## src/rtl/lutram_wr_arbiter_init.sv

```systemverilog
// Write-port owner for a 1W/1R LUTRAM: init sweep over [lo..hi], round-robin
// sharing between two write clients, and a registered write-first read port.
//
// state   | meaning
// ST_INIT | sweeping init_value into [lo..hi]; clients and reader held off
// ST_RUN  | normal operation; round-robin write grants, reads accepted
module lutram_wr_arbiter_init #(
    parameter int addr_width = 4,
    parameter int data_width = 8,
    parameter int lo = 0,
    parameter int hi = 15,
    parameter logic [data_width-1:0] init_value = '0
) (
    input  logic                  CLK,
    input  logic                  RST_N,
    input  logic                  USER_RST,
    output logic                  INIT_DONE,
    input  logic                  WA_VALID,
    input  logic [addr_width-1:0] WA_ADDR,
    input  logic [data_width-1:0] WA_DATA,
    output logic                  WA_READY,
    input  logic                  WB_VALID,
    input  logic [addr_width-1:0] WB_ADDR,
    input  logic [data_width-1:0] WB_DATA,
    output logic                  WB_READY,
    input  logic                  RD_EN,
    input  logic [addr_width-1:0] RD_ADDR,
    output logic                  RD_RDY,
    output logic                  RD_VALID,
    output logic [data_width-1:0] RD_DATA,
    output logic [addr_width-1:0] RAM_ADDR_IN,
    output logic [data_width-1:0] RAM_D_IN,
    output logic                  RAM_WE,
    output logic [addr_width-1:0] RAM_ADDR_1,
    input  logic [data_width-1:0] RAM_D_OUT_1
);

    typedef enum logic {ST_INIT, ST_RUN} state_t;

    localparam logic [addr_width-1:0] LO_A = addr_width'(lo);
    localparam logic [addr_width-1:0] HI_A = addr_width'(hi);

    state_t                  state, state_next;
    logic [addr_width-1:0]   cnt, cnt_next;
    logic                    prio_b, prio_next;
    logic                    rd_valid_q;
    logic [data_width-1:0]   rd_data_q;
    logic                    grant_a, grant_b;
    logic                    rd_fire, rd_fwd;

    assign INIT_DONE  = (state == ST_RUN);
    assign RD_RDY     = INIT_DONE;
    assign RD_VALID   = rd_valid_q;
    assign RD_DATA    = rd_data_q;
    assign RAM_ADDR_1 = RD_ADDR;

    // prio_b = 0 means A wins a contested cycle
    assign grant_a  = INIT_DONE && WA_VALID && (!WB_VALID || !prio_b);
    assign grant_b  = INIT_DONE && WB_VALID && (!WA_VALID || prio_b);
    assign WA_READY = grant_a;
    assign WB_READY = grant_b;

    assign rd_fire = RD_EN && RD_RDY;
    assign rd_fwd  = RAM_WE && (RAM_ADDR_IN == RD_ADDR);

    always_ff @(posedge CLK) begin
        if (!RST_N) begin
            state      <= ST_INIT;
            cnt        <= LO_A;
            prio_b     <= 1'b0;
            rd_valid_q <= 1'b0;
            rd_data_q  <= '0;
        end else begin
            state      <= state_next;
            cnt        <= cnt_next;
            prio_b     <= prio_next;
            rd_valid_q <= rd_fire;
            if (rd_fire) begin
                rd_data_q <= rd_fwd ? RAM_D_IN : RAM_D_OUT_1;
            end
        end
    end

    always_comb begin
        state_next  = state;
        cnt_next    = cnt;
        prio_next   = prio_b;
        RAM_WE      = 1'b0;
        RAM_ADDR_IN = '0;
        RAM_D_IN    = '0;
        case (state)
            ST_INIT: begin
                RAM_WE      = 1'b1;
                RAM_ADDR_IN = cnt;
                RAM_D_IN    = init_value;
                if (USER_RST) begin
                    cnt_next = LO_A;
                end else if (cnt == HI_A) begin
                    state_next = ST_RUN;
                    cnt_next   = LO_A;
                end else begin
                    cnt_next = cnt + 1'b1;
                end
            end
            ST_RUN: begin
                if (grant_a) begin
                    RAM_WE      = 1'b1;
                    RAM_ADDR_IN = WA_ADDR;
                    RAM_D_IN    = WA_DATA;
                    prio_next   = 1'b1;
                end else if (grant_b) begin
                    RAM_WE      = 1'b1;
                    RAM_ADDR_IN = WB_ADDR;
                    RAM_D_IN    = WB_DATA;
                    prio_next   = 1'b0;
                end
                // a grant in this cycle still lands before the re-sweep starts
                if (USER_RST) begin
                    state_next = ST_INIT;
                    cnt_next   = LO_A;
                end
            end
            default: begin
                state_next = ST_INIT;
                cnt_next   = LO_A;
            end
        endcase
    end

endmodule

```

## config.mk

```make
export PLATFORM = sky130hd
export DESIGN_NAME = lutram_wr_arbiter_init
export DESIGN_NICKNAME = d
export VERILOG_FILES = /design/src/rtl/lutram_wr_arbiter_init.sv
export SDC_FILE = /design/constraint.sdc
export NUM_CORES = 1
export LEC_CHECK = 0
export CORE_ASPECT_RATIO = 1.75
export CORE_UTILIZATION = 33
export CTS_CLUSTER_DIAMETER = 100
export DETAILED_ROUTE_END_ITERATION = 10
export MAX_ROUTING_LAYER = met4
export PLACE_DENSITY = 0.77
export SLEW_MARGIN = 20
export SYNTH_ARGS = -nofsm -noshare
export SYNTH_HDL_FRONTEND = slang
export SYNTH_SLANG_ARGS = --single-unit
```

## constraint.sdc

```tcl
create_clock -name CLK -period 2.01 [get_ports CLK]
set_clock_uncertainty 0.1 [all_clocks]
set_input_delay 0.5025 -clock CLK [delete_from_list [all_inputs] [get_ports CLK]]
set_output_delay 0.5025 -clock CLK [all_outputs]
set_load 0.01 [all_outputs]
```

==> results of run 1 <==
[per-stage QoR]
stage	TNS [ns]	setup slack (ns)
2_1_floorplan	-0.0264	-0.0132
3_3_place_gp	-18.61	-0.824
3_5_place_dp	-20.60	-0.931
4_1_cts	-0.0685	-0.0262
5_1_grt	-0.741	-0.0837
6_report	-0.137	-0.0340
[final cells by class]
| type | instances | area (µm²) |
|---|---|---|
| multi-input cells | 98 | 838 |
| fillers | 250 | 856 |
| clock buffers | 3 | 41.3 |
| inverters | 12 | 46.3 |
| repair buffers | 114 | 1030 |
| flip-flops and latches | 15 | 305 |
| clock inverters | 1 | 5.00 |
| well taps | 43 | 53.8 |
[layer usage]
layer | track usage | vias up | wire, µm
met3 | 0.0318 | 8 | 218
met2 | 0.445 | 59 | 2520
met1 | 0.273 | 712 | 1700
met5 | - | - | 0
li1 | - | 718 | -
met4 | 0.109 | 0 | 82
[synthesized netlist by cell type, drive strengths merged]
master,n,share of area
a32oi,3,0.023
a31oi,10,0.056
a22oi,8,0.054
buf,9,0.074
a221o,1,0.010
xnor2,4,0.031
nand3,2,0.0089
and2,3,0.020
nand4,1,0.0056
a21oi,7,0.031
nor2b,1,0.0056
a21o,1,0.0067
ha,1,0.011
clkinv,1,0.0045
dfxtp,15,0.27
a41o,8,0.072
xor2,2,0.016
o211a,1,0.0089
o21a,1,0.0067
a2bb2oi,1,0.0078
a311oi,1,0.0078
clkbuf,4,0.013
and3,1,0.0056
nand2b,3,0.017
o21ai,11,0.059
or3,1,0.0067
a2111oi,1,0.025
nand2,11,0.037
nor2,10,0.036
inv,11,0.037
a21boi,1,0.017
mux2i,2,0.018
[final timing paths]
check	from	endpoint	cells after the start
min	RD_DATA[4]	RD_DATA[4]	2
max	WB_VALID	RAM_D_IN[0]	7
min reg2reg	RD_DATA[4]	RD_DATA[4]	2
max reg2reg	prio_b	RD_DATA[2]	9
[worst reg2reg max path, cell delays in order, from the launching register on]
cell	delay, ns
dfxtp_2	0.34
nand2b_4	0.15
buf_4	0.16
a32oi_2	0.23
buf_4	0.16
xnor2_2	0.12
o21ai_4	0.10
buf_12	0.16
a41o_1	0.24
o21ai_1	0.17
[power breakdown]
group / leakage, nW / total (mW) / internal [mW] / switching (mW)
Clock: 0.0255 / 0.245 / 0.137 / 0.108
Sequential: 0.122 / 0.299 / 0.298 / 0.00133
Combinational: 0.895 / 0.216 / 0.133 / 0.0825
Total: 1.04 / 0.760 / 0.568 / 0.192
[cell families (layout without fill, tap and decap cells)]
| family | after synthesis | in the layout | share of synthesized area |
|---|---|---|---|
| flops | 15 | 15 | 0.268 |
| fa+ha+maj | 1 | 1 | 0.0112 |
| simple gates | 33 | 34 | 0.142 |
| buf+inv | 25 | 130 | 0.129 |
| mux | 2 | 2 | 0.0179 |
| compound gates | 55 | 55 | 0.385 |
| xor+xnor | 6 | 6 | 0.0470 |
[what timing repair did]
item	in CTS	in global routing
cloned	2	0
setup buffers	10	4
resized for setup	104	21
endpoints found under the hold margin	0	0
endpoints found under the setup margin	29	24
pin swaps	14	23
[state kept, by name, indices dropped and copies added (netlist names)]
signal     cells
RD_VALID       1
INIT_DONE      1
prio_b         1
cnt            4
RD_DATA        8
==> impl_metrics.env, run 1 <==
export IMPL_rsz0062_at_grt="yes"
export IMPL_clockBufferDepth=2
export IMPL_hold_slack_ns=0.351
export IMPL_layout_nets=287
export IMPL_synthCells=137
export IMPL_cpMaxStageDelayCell="and2_4"
export IMPL_final_core_util=0.730
export IMPL_cts_tree="done"
export IMPL_num_rows=27
export IMPL_cp_end_kind="primary output"
export IMPL_dp_cells=268
export IMPL_grt_pass1_vias=1496
export IMPL_hold_violations=0
export IMPL_ys_ff_latch=15
export IMPL_vias_per_cell=5.23
export IMPL_power_total_uw=760
export IMPL_syn_to_final_growth_pct=107
export IMPL_reg2reg_slack_ns=0
export IMPL_ys_warn_count=0
export IMPL_placed_area_um2=2040
export IMPL_die_area_um2=3640
export IMPL_first_pass_iters=4
export IMPL_path_class="in2out"
export IMPL_fin_ws_ns=-0.0340
export IMPL_cts_sinks=15
export IMPL_final_area_um2=2320
export IMPL_max_cap_violations=0
export IMPL_dp_hpwl_um=3080
export IMPL_cts_root_buf="clkbuf_8"
export IMPL_tightest_slew_ns=0.403
export IMPL_crit_path_max_fanout=5
export IMPL_critPathMaxStageDelay_ns=0.23
export IMPL_min_period_over_period=1.02
export IMPL_grt_ovfl_total=0
export IMPL_grt_use_total=0.255
export IMPL_drive_above_1_share=0.407
export IMPL_instances_no_fill=286
export IMPL_die_y_um=79.0
export IMPL_grt_pass1_wl_um=6710
export IMPL_critical_path_required_ns=1.41
export IMPL_drt_iter0_drc=54
export IMPL_cts_buffers=3
export IMPL_worstPathBufferInverterCount=4
export IMPL_max_freq_ghz=0.489
export IMPL_grt_max_degree=17
export IMPL_power_density_nw_per_um2=328
export IMPL_antenna_cells=0
export IMPL_route_antenna_remaining_nets=0
export IMPL_cts_hold_buffers_added=0
export IMPL_coreArea_um2=3180
export IMPL_violations="negative setup slack"
export IMPL_worst_setup_path_start_kind="input pin"
export IMPL_syn_nets=180
export IMPL_drv_slew=0
export IMPL_clkTransAtPathRegs_ns=0.06
export IMPL_drc=0
export IMPL_clk_latency_ns=0.25
export IMPL_status="complete, but fails checks"
export IMPL_port_buffers=71
export IMPL_antenna_found_initial=0
export IMPL_maxSlewHeadroom=0.732
export IMPL_final_common_cell="clkdlybuf4s50_1"
export IMPL_hp_class="reg2reg"
export IMPL_io_pins=72
export IMPL_die_w_um=46.0
export IMPL_via_count=1497
export IMPL_fin_crit_ns=2.04
export IMPL_yosysSeqAreaShare=0.268
export IMPL_setup_viol=10
export IMPL_postRouteWirelength_um=4520
export IMPL_power_leakage_nw=1.04
export IMPL_synth_cell_type_count=38
export IMPL_ir_drop_v=0.000367
export IMPL_syn_area_per_cell_um2=8.16
export IMPL_syn_area_um2=1120
export IMPL_finalWeightedCongestion=0.851
export IMPL_wl_per_cell_um=15.8
export IMPL_worstPathArrival_ns=1.44
export IMPL_htree_levels=1
export IMPL_start_util=0.352
export IMPL_final_cell_mix="clkdlybuf4s50_1, buf_4, dfxtp_1, buf_2"
export IMPL_crit_family="buffers and inverters"
export IMPL_path_cells="buf_8 -> a21boi_4 -> and2_4 -> buf_4 -> a22oi_2 -> inv_1 -> buf_2"
Note: power is estimated with default switching activity, not from simulation.
==> run 2, diff against run 1 <==
- SKIP_CTS_REPAIR_TIMING: default -> 1
==> run 2 against run 1 <==
The run still ends with negative setup slack left. Register-to-register slack lost 0.06 ns. Power shrank 1.3%. Worst setup slack lost 0.10 ns. Flip-flop and latch count is the same. Critical endpoint unchanged. Largest cell class unchanged.
==> impl_metrics.env, run 2 (synthesis gave the netlist of run 1 again) <==
export IMPL_die_area_um2=3640
export IMPL_dp_hpwl_um=3080
export IMPL_fin_ws_ns=-0.136
export IMPL_instances_no_fill=280
export IMPL_final_cell_mix="clkdlybuf4s50_1, buf_4, dfxtp_1, dlymetal6s2s_1"
export IMPL_hold_violations=0
export IMPL_status="complete, but fails checks"
export IMPL_num_rows=27
export IMPL_combPwrFrac=0.272
export IMPL_hold_slack_ns=0.352
export IMPL_power_share_sequential=0.399
export IMPL_postRouteWirelength_um=4250
export IMPL_layout_nets=281
export IMPL_switchingPower_uw=187
export IMPL_io_pins=72
export IMPL_cts_tree="done"
export IMPL_syn_to_final_growth_pct=106
export IMPL_die_w_um=46.0
export IMPL_worstPathArrival_ns=1.54
export IMPL_clkTransAtPathRegs_ns=0.07
export IMPL_wl_per_cell_um=15.2
export IMPL_pre_cts_ws_ns=-0.931
export IMPL_power_density_nw_per_um2=326
export IMPL_dp_cells=268
export IMPL_placed_area_um2=2040
export IMPL_antenna_found_initial=0
export IMPL_clockBufferDepth=2
export IMPL_critical_path_required_ns=1.41
export IMPL_drt_iter0_drc=30
export IMPL_vias_per_cell=5.20
export IMPL_max_freq_ghz=0.466
export IMPL_grt_pass1_wl_um=6020
export IMPL_cts_sinks=15
export IMPL_final_area_um2=2300
export IMPL_violations="negative setup slack"
export IMPL_route_antenna_remaining_nets=0
export IMPL_maxSlewHeadroom=0.751
export IMPL_die_y_um=79.0
export IMPL_clk_latency_ns=0.25
export IMPL_largest_reg_flops=8
export IMPL_p_sw_frac=0.249
export IMPL_grt_pass1_vias=1381
export IMPL_grt_use_total=0.225
export IMPL_hp_class="reg2reg"
export IMPL_drc=0
export IMPL_antenna_cells=0
export IMPL_fin_crit_ns=2.15
export IMPL_grt_max_degree=17
export IMPL_port_buffers=71
export IMPL_final_common_cell="clkdlybuf4s50_1"
export IMPL_power_leakage_nw=1.13
export IMPL_ir_drop_v=0.000344
export IMPL_cts_buffers=3
export IMPL_start_util=0.352
export IMPL_drive_above_1_share=0.329
export IMPL_worst_setup_path_start_kind="input pin"
export IMPL_max_cap_violations=0
export IMPL_min_period_over_period=1.07
export IMPL_fin_setup_tns_ns=-1.66
export IMPL_coreArea_um2=3180
export IMPL_p_int_uw=563
export IMPL_cts_root_buf="clkbuf_8"
export IMPL_first_pass_iters=4
export IMPL_grt_ovfl_total=0
export IMPL_pwr_share_clk=0.329
export IMPL_htree_levels=1
export IMPL_finalWeightedCongestion=0.851
export IMPL_via_count=1456
export IMPL_tightest_slew_ns=0.373
export IMPL_drv_slew=0
export IMPL_setup_viol=19
export IMPL_cp_end_kind="primary output"
export IMPL_path_class="in2out"
export IMPL_rsz0062_at_grt="yes"
export IMPL_crit_path_max_fanout=4
[run 2: worst paths after layout]
| path | to | slack, ns | depth (start not counted) | startpoint |
|---|---|---|---|---|
| worst max-delay path | RAM_D_IN[0] | -0.14 | 8 | WA_VALID |
| worst min-delay path | RD_DATA[4] | 0.35 | 2 | RD_DATA[4] |
| worst max register to register | RD_DATA[0] | -0.06 | 9 | prio_b |
| worst min register to register | RD_DATA[4] | 0.35 | 2 | RD_DATA[4] |
[run 2: stage by stage]
stage | util | power, mW
2_1_floorplan | - | 0.371
3_3_place_gp | 0.643 | 0.486
3_5_place_dp | 0.643 | 0.491
4_1_cts | 0.658 | 0.738
5_1_grt | 0.724 | 0.785
6_report | 0.724 | 0.750
[run 2: area by class of cell]
type                       count  area [µm²]
multi-input combinational     98         790
sequential                    15         305
timing repair buffer         108        1060
inverter                      12        46.3
tap                           43        53.8
fill                         270         876
clock inverter                 1        5.00
clock buffer                   3        41.3
[run 2: critical path, stage by stage]
cell and delay (ns):
buf_6 0.10, a21boi_4 0.14, buf_12 0.13, and2_4 0.15, buf_12 0.13, a22oi_2 0.20, inv_1 0.06, clkbuf_2 0.13
[run 2: power groups by stage]
stage / sequential [mW] / combinational, mW / clock, mW
5_1_grt: 0.299 / 0.217 / 0.269
3_3_place_gp: 0.307 / 0.179 / 0
3_5_place_dp: 0.307 / 0.183 / 0
6_report: 0.299 / 0.204 / 0.247
4_1_cts: 0.301 / 0.185 / 0.253
2_1_floorplan: 0.309 / 0.0621 / 0
[run 2: routing by layer]
layer	vias up	global-route usage	share of wire
met1	694	0.238	0.37
met2	57	0.414	0.56
met4	0	0.0618	0.0087
met5	-	-	0
li1	701	-	-
met3	4	0.0227	0.053
==> run 3, diff against run 2 <==
- CORE_MARGIN: default -> 2
==> run 3 against run 2 <==
Final cell count up 1.4%. First-iteration DRC count shrank 30%. Register-to-register slack improved by 0.07 ns. Highest routed layer unchanged. Worst setup slack gained 0.033 ns. Utilization shrank 1.9 points. Routed wire length shrank 5.3%. Design area increased by 2.1%. Sequential share of layout area shrank 0.28 points. Sequential power about the same. Power is 0.91% lower. The flow still finishes with violations (negative setup slack). Via count is 1.9% lower. Critical endpoint is now RAM_D_IN[6].
==> impl_metrics.env, run 3 (synthesis gave the netlist of run 1 again) <==
export IMPL_status="complete, but fails checks"
export IMPL_violations="negative setup slack"
export IMPL_max_freq_ghz=0.473
export IMPL_drt_iter0_drc=21
export IMPL_final_cell_mix="clkdlybuf4s50_1, buf_4, dlymetal6s2s_1"
export IMPL_critical_path_required_ns=1.41
export IMPL_grt_pass1_vias=1253
export IMPL_final_core_util=0.706
export IMPL_grt_pass1_wl_um=5440
export IMPL_start_util=0.336
export IMPL_cts_buffers=3
export IMPL_hold_violations=0
export IMPL_min_period_over_period=1.05
export IMPL_power_leakage_nw=1.14
export IMPL_finalWeightedCongestion=0.776
export IMPL_cts_root_buf="clkbuf_8"
export IMPL_power_density_nw_per_um2=317
export IMPL_r2r_end="RD_DATA[4]"
export IMPL_path_class="reg2out"
export IMPL_wl_per_cell_um=14.2
export IMPL_layout_nets=283
export IMPL_clkTransAtPathRegs_ns=0.06
export IMPL_tightest_slew_ns=0.241
export IMPL_reg2reg_slack_ns=0.01
export IMPL_via_count=1428
export IMPL_clockBufferDepth=2
export IMPL_hold_slack_ns=0.342
export IMPL_htree_levels=1
export IMPL_drv_slew=0
export IMPL_fillCellCount=239
export IMPL_max_cap_violations=0
export IMPL_drc=0
export IMPL_min_path_cells=2
export IMPL_ir_drop_v=0.000337
export IMPL_rsz0062_at_grt="yes"
export IMPL_cp_end_kind="primary output"
export IMPL_port_buffers=71
export IMPL_coreArea_um2=3330
export IMPL_fin_ws_ns=-0.103
export IMPL_die_w_um=48.0
export IMPL_maxSlewHeadroom=0.838
export IMPL_reg2reg_depth=10
export IMPL_hp_class="reg2reg"
export IMPL_die_area_um2=3890
export IMPL_worstPathArrival_ns=1.51
export IMPL_vias_per_cell=5.03
export IMPL_setup_viol=13
export IMPL_startpoint="prio_b"
export IMPL_antenna_found_initial=0
export IMPL_crit_path_max_fanout=4
export IMPL_drive_above_1_share=0.368
export IMPL_grt_ovfl_total=0
export IMPL_grt_max_degree=18
export IMPL_cts_tree="done"
export IMPL_grt_use_total=0.195
export IMPL_r2r_start="prio_b"
export IMPL_io_pins=72
export IMPL_num_rows=28
export IMPL_clk_latency_ns=0.25
export IMPL_syn_to_final_growth_pct=110
export IMPL_route_antenna_remaining_nets=0
export IMPL_postRouteWirelength_um=4020
export IMPL_dp_hpwl_um=2800
export IMPL_cp_endpoint="RAM_D_IN[6]"
export IMPL_antenna_cells=0
export IMPL_die_y_um=81.0
export IMPL_fin_crit_ns=2.11
export IMPL_worst_setup_path_start_kind="flip-flop"
export IMPL_largest_reg_flops=8
export IMPL_first_pass_iters=4
export IMPL_cts_sinks=15
export IMPL_final_common_cell="clkdlybuf4s50_1"
## run 3: critical path, stage by stage (launching register included)
cell	delay, ns
dfxtp_4	0.35
buf_6	0.11
a21boi_4	0.14
and2_4	0.21
buf_6	0.12
buf_6	0.09
a22oi_2	0.07
inv_1	0.05
buf_2	0.12
## run 3: power by group
| part | leakage (nW) | internal [mW] | switching [mW] |
|---|---|---|---|
| clock | 0.0255 | 0.137 | 0.103 |
| combinational | 0.990 | 0.129 | 0.0740 |
| sequential | 0.122 | 0.298 | 0.00263 |
## run 3: per-stage QoR
stage / std cells / area [µm²] / power, mW / setup TNS (ns) / setup slack [ns]
final: 284 / 2350 / 0.743 / -0.443 / -0.103
after global routing: 284 / 2350 / 0.778 / -1.48 / -0.155
after CTS: 271 / 2080 / 0.736 / -15.90 / -0.879
after global placement: 267 / 2030 / 0.491 / -17.19 / -0.830
after detailed placement: 267 / 2030 / 0.491 / -17.70 / -0.866
after floorplan: 137 / 1130 / 0.371 / -0.0264 / -0.0132
## run 3: final cells by class
cell class | count | area [µm²] | area share
clock inverter | 1 | 5.00 | 0.00213
multi-input combinational | 97 | 798 | 0.340
timing repair buffer | 111 | 1100 | 0.467
tap | 45 | 56.3 | 0.0240
sequential | 15 | 305 | 0.130
inverter | 12 | 46.3 | 0.0197
clock buffer | 3 | 41.3 | 0.0176
## run 3: metal layers
metal,routed length (µm),track usage,part of all wire,up-vias
met2,2240,0.324,0.56,47
met1,1510,0.226,0.37,657
met3,164,0.0244,0.041,11
met4,113,0.0811,0.028,0
met5,0,-,0,-
li1,-,-,-,713
## run 3: worst min path at each step
| stage | startpoint | to | slack [ns] |
|---|---|---|---|
| after floorplan | RD_DATA[0] | RD_DATA[0] | 0.37 |
| after global placement | RD_DATA[0] | RD_DATA[0] | 0.33 |
| after detailed placement | RD_DATA[0] | RD_DATA[0] | 0.34 |
| after CTS | RD_DATA[0] | RD_DATA[0] | 0.35 |
| after global routing | RD_DATA[0] | RD_DATA[0] | 0.36 |
| final | RD_DATA[0] | RD_DATA[0] | 0.34 |
==> patch 1 (config.mk and constraints of run 2) <==
The parameter `data_width` goes from 8 to 7.
--- a/src/rtl/lutram_wr_arbiter_init.sv
+++ b/src/rtl/lutram_wr_arbiter_init.sv
@@ -6,7 +6,7 @@
 // ST_RUN  | normal operation; round-robin write grants, reads accepted
 module lutram_wr_arbiter_init #(
     parameter int addr_width = 4,
-    parameter int data_width = 8,
+    parameter int data_width = 7,
     parameter int lo = 0,
     parameter int hi = 15,
     parameter logic [data_width-1:0] init_value = '0
Interface: changed (5 resized); port bits go from 72 to 67. No check against the original RTL was run, so the function may have changed too.
==> patch 1 against run 2 <==
- the run still ends with negative setup slack left
- core utilization fell by 2.4 points
- cell count down 11%
- synthesized cell count decreased by 11%
- routed wire length fell by 6.2%
- cell area is 9.8% lower
- register-to-register slack gained 70 ps
- setup slack gained 130 ps
- power up 0.79%
- die area shrank 5.9%
- fmax is 6.3% higher
- count of clock-buffer cells in the layout up 1
- sequential cell count is 1 lower
- synthesized area decreased by 6.2%
- largest cell class unchanged
- highest routed layer unchanged
==> patch 1: results (changes against run 2) <==
RESULT_OF_THE_RUN='finished, violations left'
VIOLATIONS='negative setup slack'
DRIVE_ABOVE_1_SHARE=0.314  # -0.0151
TIGHTESTPINTRANSITION_PS=562  # +189 ps
GRT_ANTENNA_BEFORE_REPAIR=0  # unchanged
FIRSTDRTPASSITERS=6  # +2
WL_PER_CELL_UM=16.0  # +5.5%
SYNTHTOLAYOUTAREAGROWTH_PCT=97.5
CRIT_PATH_MAX_FANOUT=9  # +5
FINAL.FILL_COUNT=223  # -17%
YOSYS_WARNINGS=0  # unchanged
CLK_PIN_SLEW_PS=60
GRT_PASS1_WL_UM=5650  # -6.2%
PLACEDINSTANCEAREA_MM2=0.00186  # -9.1%
IR_WORST_VDD_V=0.000343  # -0.11%
LARGEST_DELAY_SHARE_FAMILY_WORST_PATH='compound AO/OA/AOI/OAI gates'
CLOCK_INSERTION_DELAY_WORST_SKEW_PS=250  # about the same
VIA_COUNT=1358  # -6.7%
MOST_INSTANTIATED_CELLS_AFTER_SYNTHESIS='dfxtp_1, nor2_1, a21oi_1'
HOLD_WC_PATH_TYPE='flip-flop to flip-flop'
FIN_WS_PS=-8.30  # +127 ps
INSERTEDDIODECOUNT=0  # unchanged
GRTUSAGETOTAL=0.222  # -0.00273
CRITICAL_PATH.SLOWEST_CELL='a32o_1'
WORST_EP_ARRIVAL_TIME_PS=2040  # +500 ps
PLACE_HPWL_UM=3070  # -0.26%
LARGEST_REGISTER_FF_COUNT=7  # -1
SYNTH_CELLS=122  # -11%
GPL.FINAL_WEIGHTED_CONGESTION=0.898  # +5.5%
YOSYSSEQAREASHARE=0.267  # -0.00147
NETS=248  # -12%
POST-PLACE-CELLS=237  # -12%
NUMBER_OF_ENDPOINTS_FAILING_SETUP_AT_THE_FINAL_STAGE=1  # -18
CTS-BUFFERS-INSERTED=3  # unchanged
CP_SLOWEST_STAGE_DELAY_PS=270  # +70 ps
PORT-BUFFER-COUNT=66  # -7.0%
FIRST_ITER_VIOLATIONS=19  # -37%
SYNTH_ASYNC_SR_FLOP_SHARE=0  # unchanged
SYNTH_AREA_LEADERS='dfxtp_1, a32o_1, a22o_1, nand4b_1, xnor2_1'
MAXIMUM_BUFFER_DEPTH_OF_THE_CLOCK_TREE=2  # unchanged
TOTAL_LEAKAGE_POWER_nW=0.989  # -13%
VIA_COUNT_OF_THE_FIRST_GLOBAL_ROUTING_PASS=1269  # -8.1%
DPL_WORST_SLACK_PS=-860  # +70.7 ps
LARGEST_NET_DEGREE_AT_THE_START_OF_GLOBAL_ROUTING=14  # -3
POST_SYNTH_NUM_CELL_TYPES=37  # -2.6%
POST_SYNTHESIS_NET_COUNT=162  # -10%
ROOT_BUFFER='clkbuf_8'
ROUTED_VIA_DENSITY=5.45  # +4.9%
[patch 1: cell count changes after synthesis, sizes merged, moves of 3 or more]
cell | run 2 | this run
a31oi | 10 | 6
a41o | 8 | 0
a22o | 0 | 7
a31o | 0 | 7
nand2 | 11 | 4
clkbuf | 4 | 1
a22oi | 8 | 0
buf | 9 | 14
nand4b | 0 | 7
inv | 11 | 2
o21ai | 11 | 3
a32o | 0 | 7
[patch 1: cells by family after synthesis]
group,share of synthesized area
AOI/OAI and AO/OA,0.336
and+or+nand+nor,0.216
buffers and inverters,0.108
DFF,0.267
xor gates and xnor gates,0.0417
muxes,0.0191
adders and majority gates,0.0119
[patch 1: through the flow]
stage / hold WS [ps] / setup TNS, ps
floorplan: 396 / 0
global placement: 354 / -16370
detailed placement: 361 / -17350
CTS: 374 / -16170
global route: 388 / -188
finish: 371 / -8.30
[patch 1: final cells by class]
class	count	share of cell area
repair buffers	94	0.440
multi-input cells	92	0.364
clock buffers	4	0.0266
inverters	3	0.00543
flip-flops and latches	14	0.139
well taps	42	0.0253
[patch 1: final timing paths]
kind                                  from          to  slack, ps  cells after the start
worst max-delay path              WB_VALID  RD_DATA[2]         -8                      9
worst min-delay path            RD_DATA[1]  RD_DATA[1]        370                      1
worst max register to register      prio_b  RD_DATA[0]         10                      6
worst min register to register  RD_DATA[1]  RD_DATA[1]        370                      1
[patch 1: report_power, final]
part           internal, mW  switching, mW
clock network         0.174          0.101
logic                 0.125         0.0774
registers             0.277        0.00242
[patch 1: per-layer routing]
metal	track usage	wire length, µm	part of all wire
met5	-	0	0
met4	0.0848	101	0.025
met3	0.0261	166	0.042
met2	0.431	2380	0.60
met1	0.201	1340	0.34
==> patch 2 (config.mk and constraints of run 2) <==
Without the edit above. Reset style: asynchronous (`RST_N`), changed in one clocked block.
--- a/src/rtl/lutram_wr_arbiter_init.sv
+++ b/src/rtl/lutram_wr_arbiter_init.sv
@@ -63,7 +63,7 @@
     assign rd_fire = RD_EN && RD_RDY;
     assign rd_fwd  = RAM_WE && (RAM_ADDR_IN == RD_ADDR);
 
-    always_ff @(posedge CLK) begin
+    always_ff @(posedge CLK or negedge RST_N) begin
         if (!RST_N) begin
             state      <= ST_INIT;
             cnt        <= LO_A;
Function: differs if RST_N is asserted again (counterexample within 4 cycles, from zero or initial values and one cycle with RST_N low); with RST_N held inactive, the same outputs for 10 cycles.
==> patch 2 against run 2 <==
- synthesized area increased by 1.1%
- routed wire length decreased by 11%
- sequential cell count unchanged
- power increased by 22%
- largest cell class unchanged
- non-clock buffer count decreased by 8
- the flow still finishes with violations (negative setup slack)
- combinational power increased by 61%
- setup slack got worse by 81 ps
- first-iteration DRC count decreased by 3.3%
- cell area decreased by 7.3%
- worst hold slack improved by 130 ps
- register-to-register slack got worse by 140 ps
==> patch 2: results (changes against run 2) <==
CRIT_PATH_MAX_FANOUT=3  # -1
TOTAL_LEAKAGE_POWER_nW=1.05  # -7.3%
FINAL.HOLD.WORST_SLACK_PS=487  # +135 ps
FIN_WS_PS=-217  # -81.1 ps
IR_WORST_VDD_V=0.000345  # +0.20%
YOSYS_WARNINGS=0  # unchanged
NUMBER_OF_ENDPOINTS_FAILING_SETUP_AT_THE_FINAL_STAGE=18  # -1
DRIVE_ABOVE_1_SHARE=0.394  # +0.0650
LARGEST_REGISTER_FF_COUNT=8  # unchanged
VIA_COUNT_OF_THE_FIRST_GLOBAL_ROUTING_PASS=1237  # -10%
MOST_INSTANTIATED_CELLS_AFTER_SYNTHESIS='dfrtp_1, nor2_1'
PLACE_HPWL_UM=2980  # -3.3%
CLOCK_INSERTION_DELAY_WORST_SKEW_PS=250  # about the same
MAXIMUM_BUFFER_DEPTH_OF_THE_CLOCK_TREE=2  # unchanged
POST_SYNTH_NUM_CELL_TYPES=33  # -13%
RESULT_OF_THE_RUN='finished, violations left'
FIRSTDRTPASSITERS=4  # unchanged
RRSETUPSLACK_PS=-200  # -140 ps
ROUTED_VIA_DENSITY=5.04  # -3.0%
GRT_ANTENNA_BEFORE_REPAIR=0  # unchanged
YOSYSSEQAREASHARE=0.332  # +0.0634
FINAL.FILL_COUNT=250  # -7.4%
WORST_EP_ARRIVAL_TIME_PS=1620  # +80 ps
SLEW_HEADROOM=0.817  # +0.0669
ROOT_BUFFER='clkbuf_8'
SYNTH_AREA_LEADERS='dfrtp_1, mux2_4, mux2_2, a22oi_1, nor2_1'
FIRST_ITER_VIOLATIONS=29  # -3.3%
YS.FLOP_TYPE='dfrtp_1'
POST_SYNTHESIS_NET_COUNT=152  # -16%
PORT-BUFFER-COUNT=71  # unchanged
GPL.FINAL_WEIGHTED_CONGESTION=0.834  # -2.0%
GRT_PASS1_WL_UM=5550  # -7.9%
GRTUSAGETOTAL=0.216  # -0.00908
VIOLATIONS='negative setup slack'
LARGEST_NET_DEGREE_AT_THE_START_OF_GLOBAL_ROUTING=18  # +1
SYNTH_ASYNC_SR_FLOP_SHARE=1.00  # +1.00
POSTROUTEWIRELENGTH_UM=3800  # -11%
INSERTEDDIODECOUNT=0  # unchanged
NETS=247  # -12%
-- patch 2: changes by cell type after synthesis, sizes merged, moves of 2 or more --
cell	delta
mux2	+16
dfrtp	+15
dfxtp	-15
o21ai	-9
a41o	-8
inv	-8
a31oi	-7
nand2	-6
nor2	+6
clkbuf	-4
or3	+2
xor2	-2
-- patch 2: report_power, final --
group / switching, mW / internal [mW]
clock: 0.106 / 0.140
combinational: 0.118 / 0.209
sequential: 0.0178 / 0.325
-- patch 2: final cells by class --
class / instances / share of cell area
inverter: 3 / 0.00528
sequential: 15 / 0.176
multi-input combinational: 81 / 0.337
clock buffer: 4 / 0.0211
tap: 43 / 0.0252
timing repair buffer: 100 / 0.435
-- patch 2: worst max-delay path: stages (launching register included) --
cell	delay, ps
dfrtp_1	420
nand2b_4	160
and2_4	160
buf_6	120
buf_4	130
a22oi_1	160
nor2_1	100
clkbuf_2	140
-- patch 2: worst paths after layout --
kind,start,endpoint,cells past startpoint
worst max-delay path,prio_b,RAM_D_IN[7],7
worst min-delay path,cnt[3],cnt[3],2
worst max register to register,prio_b,RD_DATA[2],8
worst min register to register,cnt[3],cnt[3],2
max in group asynchronous,RST_N,RD_DATA[2],2
min in group asynchronous,RST_N,RD_DATA[7],2
-- patch 2: per-stage QoR --
| step | worst slack [ps] | utilization | setup TNS (ps) | area, µm² | cells |
|---|---|---|---|---|---|
| 6_report | -217 | 0.664 | -2620 | 2130 | 246 |
| 5_1_grt | -296 | 0.664 | -4170 | 2130 | 246 |
| 4_1_cts | -957 | 0.643 | -19090 | 2060 | 241 |
| 3_5_place_dp | -943 | 0.629 | -20870 | 2020 | 237 |
| 3_3_place_gp | -910 | 0.629 | -20280 | 2020 | 237 |
| 2_1_floorplan | 11.2 | - | 0 | 1140 | 109 |
-- patch 2: routing by layer --
layer | wire length [µm] | track usage
met5 | 0 | -
met4 | 69 | 0.106
met2 | 2000 | 0.377
met3 | 332 | 0.0317
met1 | 1400 | 0.221
-- patch 2: cell families after synthesis --
| family | count (synthesis) | synth area share |
|---|---|---|
| AOI/OAI and AO/OA | 26 | 0.175 |
| xor gates and xnor gates | 3 | 0.0232 |
| adders and majority gates | 1 | 0.0111 |
| buffers and inverters | 13 | 0.0807 |
| DFF | 15 | 0.332 |
| muxes | 17 | 0.195 |
| and+or+nand+nor | 34 | 0.184 |
